--- config.mk ---
export PLATFORM = sky130hd
export DESIGN_NAME = usr_shift_ctrl
export DESIGN_NICKNAME = d
export VERILOG_FILES = /design/src/rtl/usr_pkg.sv /design/src/rtl/usr_shift_ctrl.sv
export SDC_FILE = /design/constraint.sdc
export NUM_CORES = 1
export LEC_CHECK = 0
export ABC_AREA = 1
export BUFFER_PORTS_ARGS = -buffer_cell sky130_fd_sc_hd__buf_4
export CAP_MARGIN = 40
export CORE_UTILIZATION = 42
export CTS_BUF_LIST = sky130_fd_sc_hd__clkbuf_4
export DETAILED_ROUTE_END_ITERATION = 10
export GPL_TIMING_DRIVEN = 1
export PLACE_DENSITY = 0.7
export RECOVER_POWER = 50
export SETUP_SLACK_MARGIN = 0.15
export SLEW_MARGIN = 10
export SYNTH_ARGS = -nofsm -noshare
export SYNTH_HDL_FRONTEND = slang
export SYNTH_SLANG_ARGS = --single-unit
--- constraint.sdc ---
create_clock -name clk -period 3.4 [get_ports clk]
set_clock_uncertainty 0.15 [all_clocks]
set_input_delay 0 -clock clk [delete_from_list [all_inputs] [get_ports clk]]
set_output_delay 0 -clock clk [all_outputs]
set_load 0.01 [all_outputs]
--- src/rtl/usr_pkg.sv ---
// usr_pkg: shared encodings for the universal shift register subsystem.
package usr_pkg;
  localparam logic [1:0] SEL_HOLD = 2'b00;
  localparam logic [1:0] SEL_SHR  = 2'b01;
  localparam logic [1:0] SEL_SHL  = 2'b10;
  localparam logic [1:0] SEL_LOAD = 2'b11;
  localparam logic [1:0] OP_NOP   = 2'b00;
  localparam logic [1:0] OP_SHR   = 2'b01;
  localparam logic [1:0] OP_SHL   = 2'b10;
  localparam logic [1:0] OP_LOAD  = 2'b11;
  typedef enum logic [1:0] {IDLE, RUN, SETTLE, RESP} state_e;
endpackage

--- src/rtl/usr_shift_ctrl.sv ---
// usr_shift_ctrl: sequences load/shift/rotate commands onto a 4-bit USR and returns its contents.
module usr_shift_ctrl
  import usr_pkg::*;
#(
  parameter int WIDTH = 4,
  parameter int CNT_W = $clog2(WIDTH + 1)
) (
  input  logic             clk,
  input  logic             rst,
  input  logic             cmd_valid,
  output logic             cmd_ready,
  input  logic [1:0]       cmd_op,
  input  logic [CNT_W-1:0] cmd_count,
  input  logic             cmd_rot,
  input  logic             cmd_fill,
  input  logic [WIDTH-1:0] cmd_data,
  output logic [1:0]       sel,
  output logic [WIDTH-1:0] i,
  output logic             il,
  output logic             ir,
  input  logic [WIDTH-1:0] usr_q,
  output logic             rsp_valid,
  input  logic             rsp_ready,
  output logic [WIDTH-1:0] rsp_data,
  output logic             busy
);
  state_e state_q, state_d;
  logic [1:0] op_q;
  logic [CNT_W-1:0] rem_q, rem_d, cnt_sat;
  logic rot_q, fill_q, take;
  logic [WIDTH-1:0] data_q, rsp_data_q, rsp_data_d;
  assign cmd_ready = (state_q == IDLE) & ~rst;
  assign take = cmd_valid & cmd_ready;
  assign cnt_sat = (cmd_count > CNT_W'(WIDTH)) ? CNT_W'(WIDTH) : cmd_count;
  assign rsp_valid = state_q == RESP;
  assign rsp_data = rsp_data_q;
  assign busy = state_q != IDLE;
  always_comb begin
    state_d = state_q;
    rem_d = rem_q;
    rsp_data_d = rsp_data_q;
    sel = SEL_HOLD;
    i = '0;
    il = 1'b0;
    ir = 1'b0;
    case (state_q)
      IDLE: if (take) begin
        if (cmd_op == OP_LOAD) begin
          state_d = RUN;
          rem_d = CNT_W'(1);
        end else if (cmd_op != OP_NOP && cnt_sat != '0) begin
          state_d = RUN;
          rem_d = cnt_sat;
        end else state_d = SETTLE;
      end
      RUN: begin
        sel = op_q;
        i = (op_q == OP_LOAD) ? data_q : '0;
        // rotate bits come straight from the USR's outgoing end each cycle
        ir = (op_q == OP_SHR) & (rot_q ? usr_q[0] : fill_q);
        il = (op_q == OP_SHL) & (rot_q ? usr_q[WIDTH-1] : fill_q);
        rem_d = rem_q - CNT_W'(1);
        state_d = (rem_q == CNT_W'(1)) ? SETTLE : RUN;
      end
      SETTLE: begin
        rsp_data_d = usr_q;
        state_d = RESP;
      end
      RESP: state_d = rsp_ready ? IDLE : RESP;
      default: state_d = IDLE;
    endcase
  end
  always_ff @(posedge clk) begin
    if (rst) begin
      state_q <= IDLE;
      rem_q <= '0;
      op_q <= OP_NOP;
      rot_q <= 1'b0;
      fill_q <= 1'b0;
      data_q <= '0;
      rsp_data_q <= '0;
    end else begin
      state_q <= state_d;
      rem_q <= rem_d;
      rsp_data_q <= rsp_data_d;
      if (take) begin
        op_q <= cmd_op;
        rot_q <= cmd_rot;
        fill_q <= cmd_fill;
        data_q <= cmd_data;
      end
    end
  end
endmodule
==> metrics.md, run 1 <==
| Metric | Value |
|---|---|
| Clk buf depth | 2 |
| Setup TNS | 0 ps |
| Full die area | 0.00234 mm² |
| Filler cells | 174 |
| Slew HR | 0.586 |
| Number of max-slew violations in the final report | 0 |
| Seq pwr share | 0.464 |
| Critical path data required time | 3500 ps |
| Die extent in x | 48.3 µm |
| Post-synth ARST share | 0 |
| Syn avg cell area | 6.89 µm² |
| Iter 0 DRT Violations | 26 |
| Clk root buf | clkbuf_4 |
| Initial DRT Pass Iterations | 4 |
| Initial antenna violation count | 0 |
| Peak VDD IR | 315 µV |
| Top cells by area, synth | dfxtp_1 38%, nand2_1 12%, nor2_1 9.2% |
| DPL Wire Length | 1590 µm |
| Syn Inst Count | around 130 |
| Largest net degree at the start of global routing | 17 |
| Fin crit share | 0.760 |
| Leakage Power | 0.685 nW |
| Number of buffers added on ports | 33 |
| I/O Pins | 34 |
| Synth Flop Type | dfxtp_1 |
| Synth Register Bits | 17 |
| CP Max Fanout | 16 |
| Aggregate global-route resource usage | 0.222 |
| FP Rows | 16 |
| Worst hold path class | input pin to register |
| Max stage delay on crit path | ~580 ps |
| Final GP Congestion | 0.756 |
| Post-Syn Area | roughly 900 µm² |
| RSZ-0062 raised after global routing | false |
| Post-synth EDFFs | 0 |
| Inserted Clock Buffers | 3 |
| CP cell instances | inv_1 > nand2_1 > nor3_4 > nand2_2 > dlygate4sd3_1 > o31ai_1 > dlygate4sd3_1 |
| Seq/Total Area, Yosys | 0.377 |
| Core box area | 0.00198 mm² |
| Int Power | between 0.3 and 0.4 mW |
| Drt total wl | 2320 µm |
| # diodes | 0 |
| Worst-Margin Slew | 619 ps |
| Critical path arrival | 2680 ps |
| Post-route insts no fill | between 200 and 250 |
| Endpoint class of the critical path | register |
| Fin util | 0.720 |
| Sw Ratio | 0.316 |
| Vias in the first global route | 997 |
| H-tree Lvls | 1 |
| Drt wl/cell | between 10 and 15 µm |
| Remaining antenna violation count after routing | 0 |
| Layout cells sized above 1 | 0.187 |
| Via Count | 1041 |
| Power per cell area | 345 mW/mm² |
| Fmax | 0.387 GHz |
| Clock power share | 0.231 |
| Comb pwr share | 0.305 |
| Syn nets | 152 |
| Congestion Overflow GR | 0 |
| Clock sink total | 17 |
| Yosys synthesis warning count | 0 |
| Register area | 340 µm² |
| Clk_lat worst skew | between 200 and 300 ps |
| First-pass GRT wire length | 4020 µm |
| Clk pin slew, worst setup/hold paths | 110 ps |
| Vias/cell | 4.73 |
| Setup crit start kind | register |
| Status | completed |
| Net Sw Power | around 0.16 mW |
| Period minus WS final | between 2000 and 3000 ps |
| Final net count | 215 |
| Drt drc | 0 |
| Top-area cell type share of the netlist area | 0.377 |
| Cell with the most instances after synthesis | nand2_1 |
| Number of distinct library cells after synthesis | 22 |
| Crit-path slowest cell | dlygate4sd3_1 |
| Initial Util | 0.455 |
| Setup Viol. Count Final | 0 |
| Area delta synth->final | 58.3% |
| Final hold violations | 0 |
| # Max-Cap Violations | 0 |
| Critical path class | register to register |
| Yosys top cell by area | dfxtp_1 |
| Multi-input logic area | 449 µm² |
| Commonest cells post-synth | 30 x nand2_1, 22 x nor2_1, 17 x dfxtp_1, 17 x inv_1, 7 x o31ai_1 |
| CTS tree | done |
| Inst Count DP | approximately 190 |
| Crit path top cell by count | dlygate4sd3_1 |
| Die H | 48.3 µm |
-- critical path: cells and delay by family, from the launching register on --
family	cells	cell delay, ps
AOI/OAI and AO/OA	1	60
buffers and inverters	3	1270
DFF	1	350
and+or+nand+nor	3	700
-- placed cells by master (no fill, tap or decap), types with 2 or more instances in the layout --
cell	netlist	routed
dfxtp_1	17	17
o31ai_1	7	7
dlygate4sd3_1	0	28
o21ai_0	5	5
nand2_2	3	2
clkbuf_4	0	3
ha_1	2	2
clkbuf_1	0	7
nor4_1	2	2
nand3_1	4	4
o21ai_2	2	2
nor2_1	22	22
inv_1	17	19
nor3_1	4	4
a21oi_1	4	4
nand2_1	30	32
buf_4	0	26
-- per-layer routing --
| layer | global-route usage | vias to the layer above | wire length (µm) |
|---|---|---|---|
| li1 | - | 542 | - |
| met1 | 0.246 | 467 | 986 |
| met2 | 0.411 | 28 | 1180 |
| met3 | 0.0535 | 4 | 107 |
| met4 | 0.0735 | 0 | 38 |
| met5 | 0 | - | 0 |
-- stage by stage --
stage	power (mW)	hold WS [ps]	setup WS, ps	instance area [µm²]
6_report	0.493	8.33	816	1430
5_1_grt	0.527	43.9	658	1430
3_3_place_gp	0.354	49.1	2000	1160
4_1_cts	0.501	13.4	919	1460
3_5_place_dp	0.357	57.4	1970	1160
2_1_floorplan	0.315	-43.2	2180	902
-- area by class of cell --
cell class / instances / share of cell area
repair buffers: 61 / 0.351
well taps: 27 / 0.0237
clock inverters: 1 / 0.00351
clock buffers: 3 / 0.0158
inverters: 20 / 0.0526
multi-input cells: 91 / 0.315
flip-flops and latches: 17 / 0.238
-- path summary, 6_finish.rpt --
kind,endpoint,slack (ps),start,depth (start not counted)
worst min register to register,rsp_data[0],380,rsp_data[0],2
worst max register to register,data_q[1],820,state_q[1],7
worst min-delay path,state_q[1],8,cmd_valid,5
worst max-delay path,data_q[1],820,state_q[1],7
-- power by group through the flow --
stage	clock, mW	sequential (mW)	combinational [mW]
after floorplan	0	0.233	0.0818
after global placement	0	0.234	0.120
after detailed placement	0	0.234	0.123
after CTS	0.117	0.229	0.155
after global routing	0.125	0.231	0.171
final	0.114	0.229	0.150
-- cell families after synthesis --
family,after synthesis,synth area share
AO/OA/AOI/OAI,20,0.141
AND/OR/NAND/NOR,69,0.340
buffers and inverters,23,0.114
adder cells (fa/ha/maj),2,0.0277
flip-flops,17,0.377
-- state kept, by name, summed over array words and instances, names as in the netlist --
name	flops
state_q	2
fill_q	1
op_q	2
rot_q	1
rem_q	3
rsp_data	4
data_q	4
-- what timing repair did --
action                    CTS  global route
gates resized for setup     0             0
hold buffers               28             0
hold endpoints to repair   16             0
buffers inserted            0             0
(Power assumes the default switching activity.)
==> inputs of run 2 (changes only) <==
--- a/config.mk
+++ b/config.mk
@@ -12,7 +12,7 @@
 export CTS_BUF_LIST = sky130_fd_sc_hd__clkbuf_4
 export DETAILED_ROUTE_END_ITERATION = 10
 export GPL_TIMING_DRIVEN = 1
-export PLACE_DENSITY = 0.7
+export PLACE_DENSITY = 0.73
 export RECOVER_POWER = 50
 export SETUP_SLACK_MARGIN = 0.15
 export SLEW_MARGIN = 10
==> constraint.sdc (replaced) <==
create_clock -name clk -period 2.3 [get_ports clk]
set_clock_uncertainty 0.15 [all_clocks]
set_input_delay 0 -clock clk [delete_from_list [all_inputs] [get_ports clk]]
set_output_delay 0 -clock clk [all_outputs]
set_load 0.01 [all_outputs]
==> run 2 against run 1 <==
Net effect: the run now ends with negative hold slack left; sequential power up 48%; routed wire length is 9.8% higher; via count is 0.19% lower; register-to-register slack worse by 490 ps; cell count shrank 0.45%; sequential share of layout area hardly changed; critical endpoint is now rem_q[0]; largest power group unchanged; highest routed layer unchanged.
==> metrics.md, run 2 (synthesis gave the netlist of run 1 again) <==
| Metric | Value |
|---|---|
| Status | complete, but fails checks (was completed) |
| Failing checks | negative hold slack |
| # Max-Cap Violations | 0 (unchanged) |
| Drt wl/cell | 11.6 µm (was 10.5 µm) |
| Crit. Startpoint | state_q[1] (unchanged) |
| R2r endpoint | rem_q[0] (was data_q[1]) |
| Inst Count DP | 188 (unchanged) |
| Initial Util | 0.455 (unchanged) |
| Initial antenna violation count | 0 (unchanged) |
| Vias/cell | 4.74 (was 4.73) |
| Critical path data required time | 2400 ps (was 3500 ps) |
| Register-to-Register Path Depth | 7 (unchanged) |
| First-pass GRT wire length | 3990 µm (was 4020 µm) |
| Critical path class | register to register (unchanged) |
| HP Start | cmd_count[1] (was cmd_valid) |
| Final GP Congestion | 0.782 (was 0.756) |
| Leakage Power | 0.684 nW (was 0.685 nW) |
| Sw Ratio | 0.312 (was 0.316) |
| Area delta synth->final | 58.4% (was 58.3%) |
| CTS tree | done (unchanged) |
| Clk pin slew, worst setup/hold paths | 100 ps (was 110 ps) |
| Clock power share | 0.239 (was 0.231) |
| Final net count | 214 (was 215) |
| Critical path's top delay family | buffers and inverters (unchanged) |
| Fmax | 0.506 GHz (was 0.387 GHz) |
| Setup crit start kind | register (unchanged) |
| Peak VDD IR | 379 µV (was 315 µV) |
| Met3 WL post-DR | 99 µm (was 107 µm) |
| Commonest non-fill, non-tap cell in the layout | nand2_1 (unchanged) |
| Hold Slack | -14.3 ps (was 8.33 ps) |
| Die H | 48.3 µm (unchanged) |
| Clk buf depth | 2 (unchanged) |
| Fin crit share | 0.859 (was 0.760) |
| DPL Wire Length | 1560 µm (was 1590 µm) |
| Aggregate global-route resource usage | 0.222 (about the same) |
| Int Power | 0.517 mW (was 0.337 mW) |
| Core box area | 0.00198 mm² (unchanged) |
| CP bufs+invs | 2 (was 3) |
| Met2 wire len | 1320 µm (was 1180 µm) |
| Hold-critical path endpoint | rem_q[1] (was state_q[1]) |
| Reg2reg start | state_q[1] (unchanged) |
| Die extent in x | 48.3 µm (unchanged) |
| Largest net degree at the start of global routing | 17 (unchanged) |
| Setup slack, reg-to-reg | 320 ps (was 820 ps) |
| Max Used Layer | met4 (unchanged) |
| Clock sink total | 17 (unchanged) |
| RSZ-0062 raised after global routing | false (unchanged) |
| Max stage delay on crit path | 580 ps (about the same) |
| Inserted Clock Buffers | 3 (unchanged) |
| Drt total wl | 2550 µm (was 2320 µm) |
| Post-CTS sizing | 0 (unchanged) |
| Via Count | 1039 (was 1041) |
| Remaining antenna violation count after routing | 0 (unchanged) |
| FP Rows | 16 (unchanged) |
| Crit-path slowest cell | dlygate4sd3_1 (unchanged) |
| CP Max Fanout | 12 (was 16) |
| Comb pwr share | 0.309 (was 0.305) |
| H-tree Lvls | 1 (unchanged) |
| Most frequent cells in the layout | 31 x nand2_1, 26 x dlygate4sd3_1, 25 x buf_4 (was 32 x nand2_1, 28 x dlygate4sd3_1, 26 x buf_4) |
| Filler cells | 166 (was 174) |
| Critical path arrival | 2080 ps (was 2680 ps) |
| Number of max-slew violations in the final report | 0 (unchanged) |
| Setup TNS | 0 ps (unchanged) |
| Setup Viol. Count Final | 0 (unchanged) |
| Period minus WS final | 1980 ps (was 2580 ps) |
| Layout cells sized above 1 | 0.193 (was 0.187) |
| Seq pwr share | 0.452 (was 0.464) |
| Worst-Margin Slew | 404 ps (was 619 ps) |
| I/O Pins | 34 (unchanged) |
| Initial DRT Pass Iterations | 6 (was 4) |
| Metal-1 WL | 1080 µm (was 986 µm) |
| Vias in the first global route | 980 (was 997) |
| Clk_lat worst skew | 300 ps (was 290 ps) |
| Iter 0 DRT Violations | 17 (was 26) |
| Number of buffers added on ports | 33 (unchanged) |
| CP cell instances | inv_1 > nand2_1 > nand2_1 > o22ai_1 > dlygate4sd3_1 > nor2_1 > nor2_1 (was inv_1 > nand2_1 > nor3_4 > nand2_2 > dlygate4sd3_1 > o31ai_1 > dlygate4sd3_1) |
| Full die area | 0.00234 mm² (unchanged) |
| Worst hold path class | input pin to register (unchanged) |
| Power per cell area | 526 mW/mm² (was 345 mW/mm²) |
| Net Sw Power | 0.235 mW (was 0.156 mW) |
| Drt drc | 0 (unchanged) |
| Hold path depth | 5 (unchanged) |
| Congestion Overflow GR | 0 (unchanged) |
| Clk root buf | clkbuf_4 (unchanged) |
| Endpoint class of the critical path | register (unchanged) |
| Total design power | 0.752 mW (was 0.493 mW) |
| # diodes | 0 (unchanged) |
| Post-route insts no fill | 219 (was 220) |
| Final hold violations | 1 (was 0) |
| Slew HR | 0.728 (was 0.586) |
[run 2: cell types whose count changed in the layout (fill, tap and decap cells not counted)]
| cell | previous run | this run |
|---|---|---|
| clkinv_2 | 1 | 0 |
| buf_12 | 0 | 1 |
| clkbuf_1 | 7 | 8 |
| buf_4 | 26 | 25 |
| nand2_1 | 32 | 31 |
| dlygate4sd3_1 | 28 | 26 |
| nand2_2 | 2 | 3 |
| clkbuf_4 | 3 | 4 |
[run 2: worst max-delay path by stage]
stage / end / slack [ps] / depth (start not counted)
2_1_floorplan: il / 1080 / 4
3_3_place_gp: data_q[0] / 900 / 5
3_5_place_dp: fill_q / 870 / 5
4_1_cts: fill_q / 320 / 6
5_1_grt: rem_q[0] / 230 / 7
6_report: rem_q[0] / 320 / 7
[run 2: worst reg2reg max path, cell delays in order, from the launching register on]
cell and delay [ps]:
dfxtp_1 400, inv_1 110, nand2_1 290, nand2_1 120, o22ai_1 130, dlygate4sd3_1 580
nor2_1 50, nor2_1 100
[run 2: power groups by stage]
stage / sequential [mW] / combinational, mW / clock, mW
2_1_floorplan: 0.344 / 0.121 / 0
3_3_place_gp: 0.345 / 0.178 / 0
3_5_place_dp: 0.346 / 0.181 / 0
4_1_cts: 0.340 / 0.228 / 0.175
5_1_grt: 0.343 / 0.258 / 0.196
6_report: 0.340 / 0.232 / 0.180
[run 2: routing by layer]
metal,track usage,up-vias
met5,0,-
met3,0.0314,5
met1,0.240,467
met2,0.415,28
li1,-,539
met4,0.118,0
[run 2: area by class of cell]
class / instances / area (µm²) / area share
flip-flops and latches: 17 / 340 / 0.238
clock buffers: 4 / 30.0 / 0.0210
repair buffers: 60 / 498 / 0.349
inverters: 20 / 75.1 / 0.0525
well taps: 27 / 33.8 / 0.0236
multi-input cells: 91 / 452 / 0.316
[run 2: repair_timing]
item	in CTS	in global routing
hold buffers	26	0
setup buffers	0	1
endpoints found under the hold margin	15	0
setup endpoints to repair	0	3
[run 2: metrics by stage]
step / utilization / instance area (µm²) / setup slack, ps
final: 0.721 / 1430 / 324
after global routing: 0.721 / 1430 / 227
after CTS: 0.730 / 1450 / 320
after detailed placement: 0.583 / 1160 / 871
after global placement: 0.583 / 1160 / 902
after floorplan: - / 902 / 1080
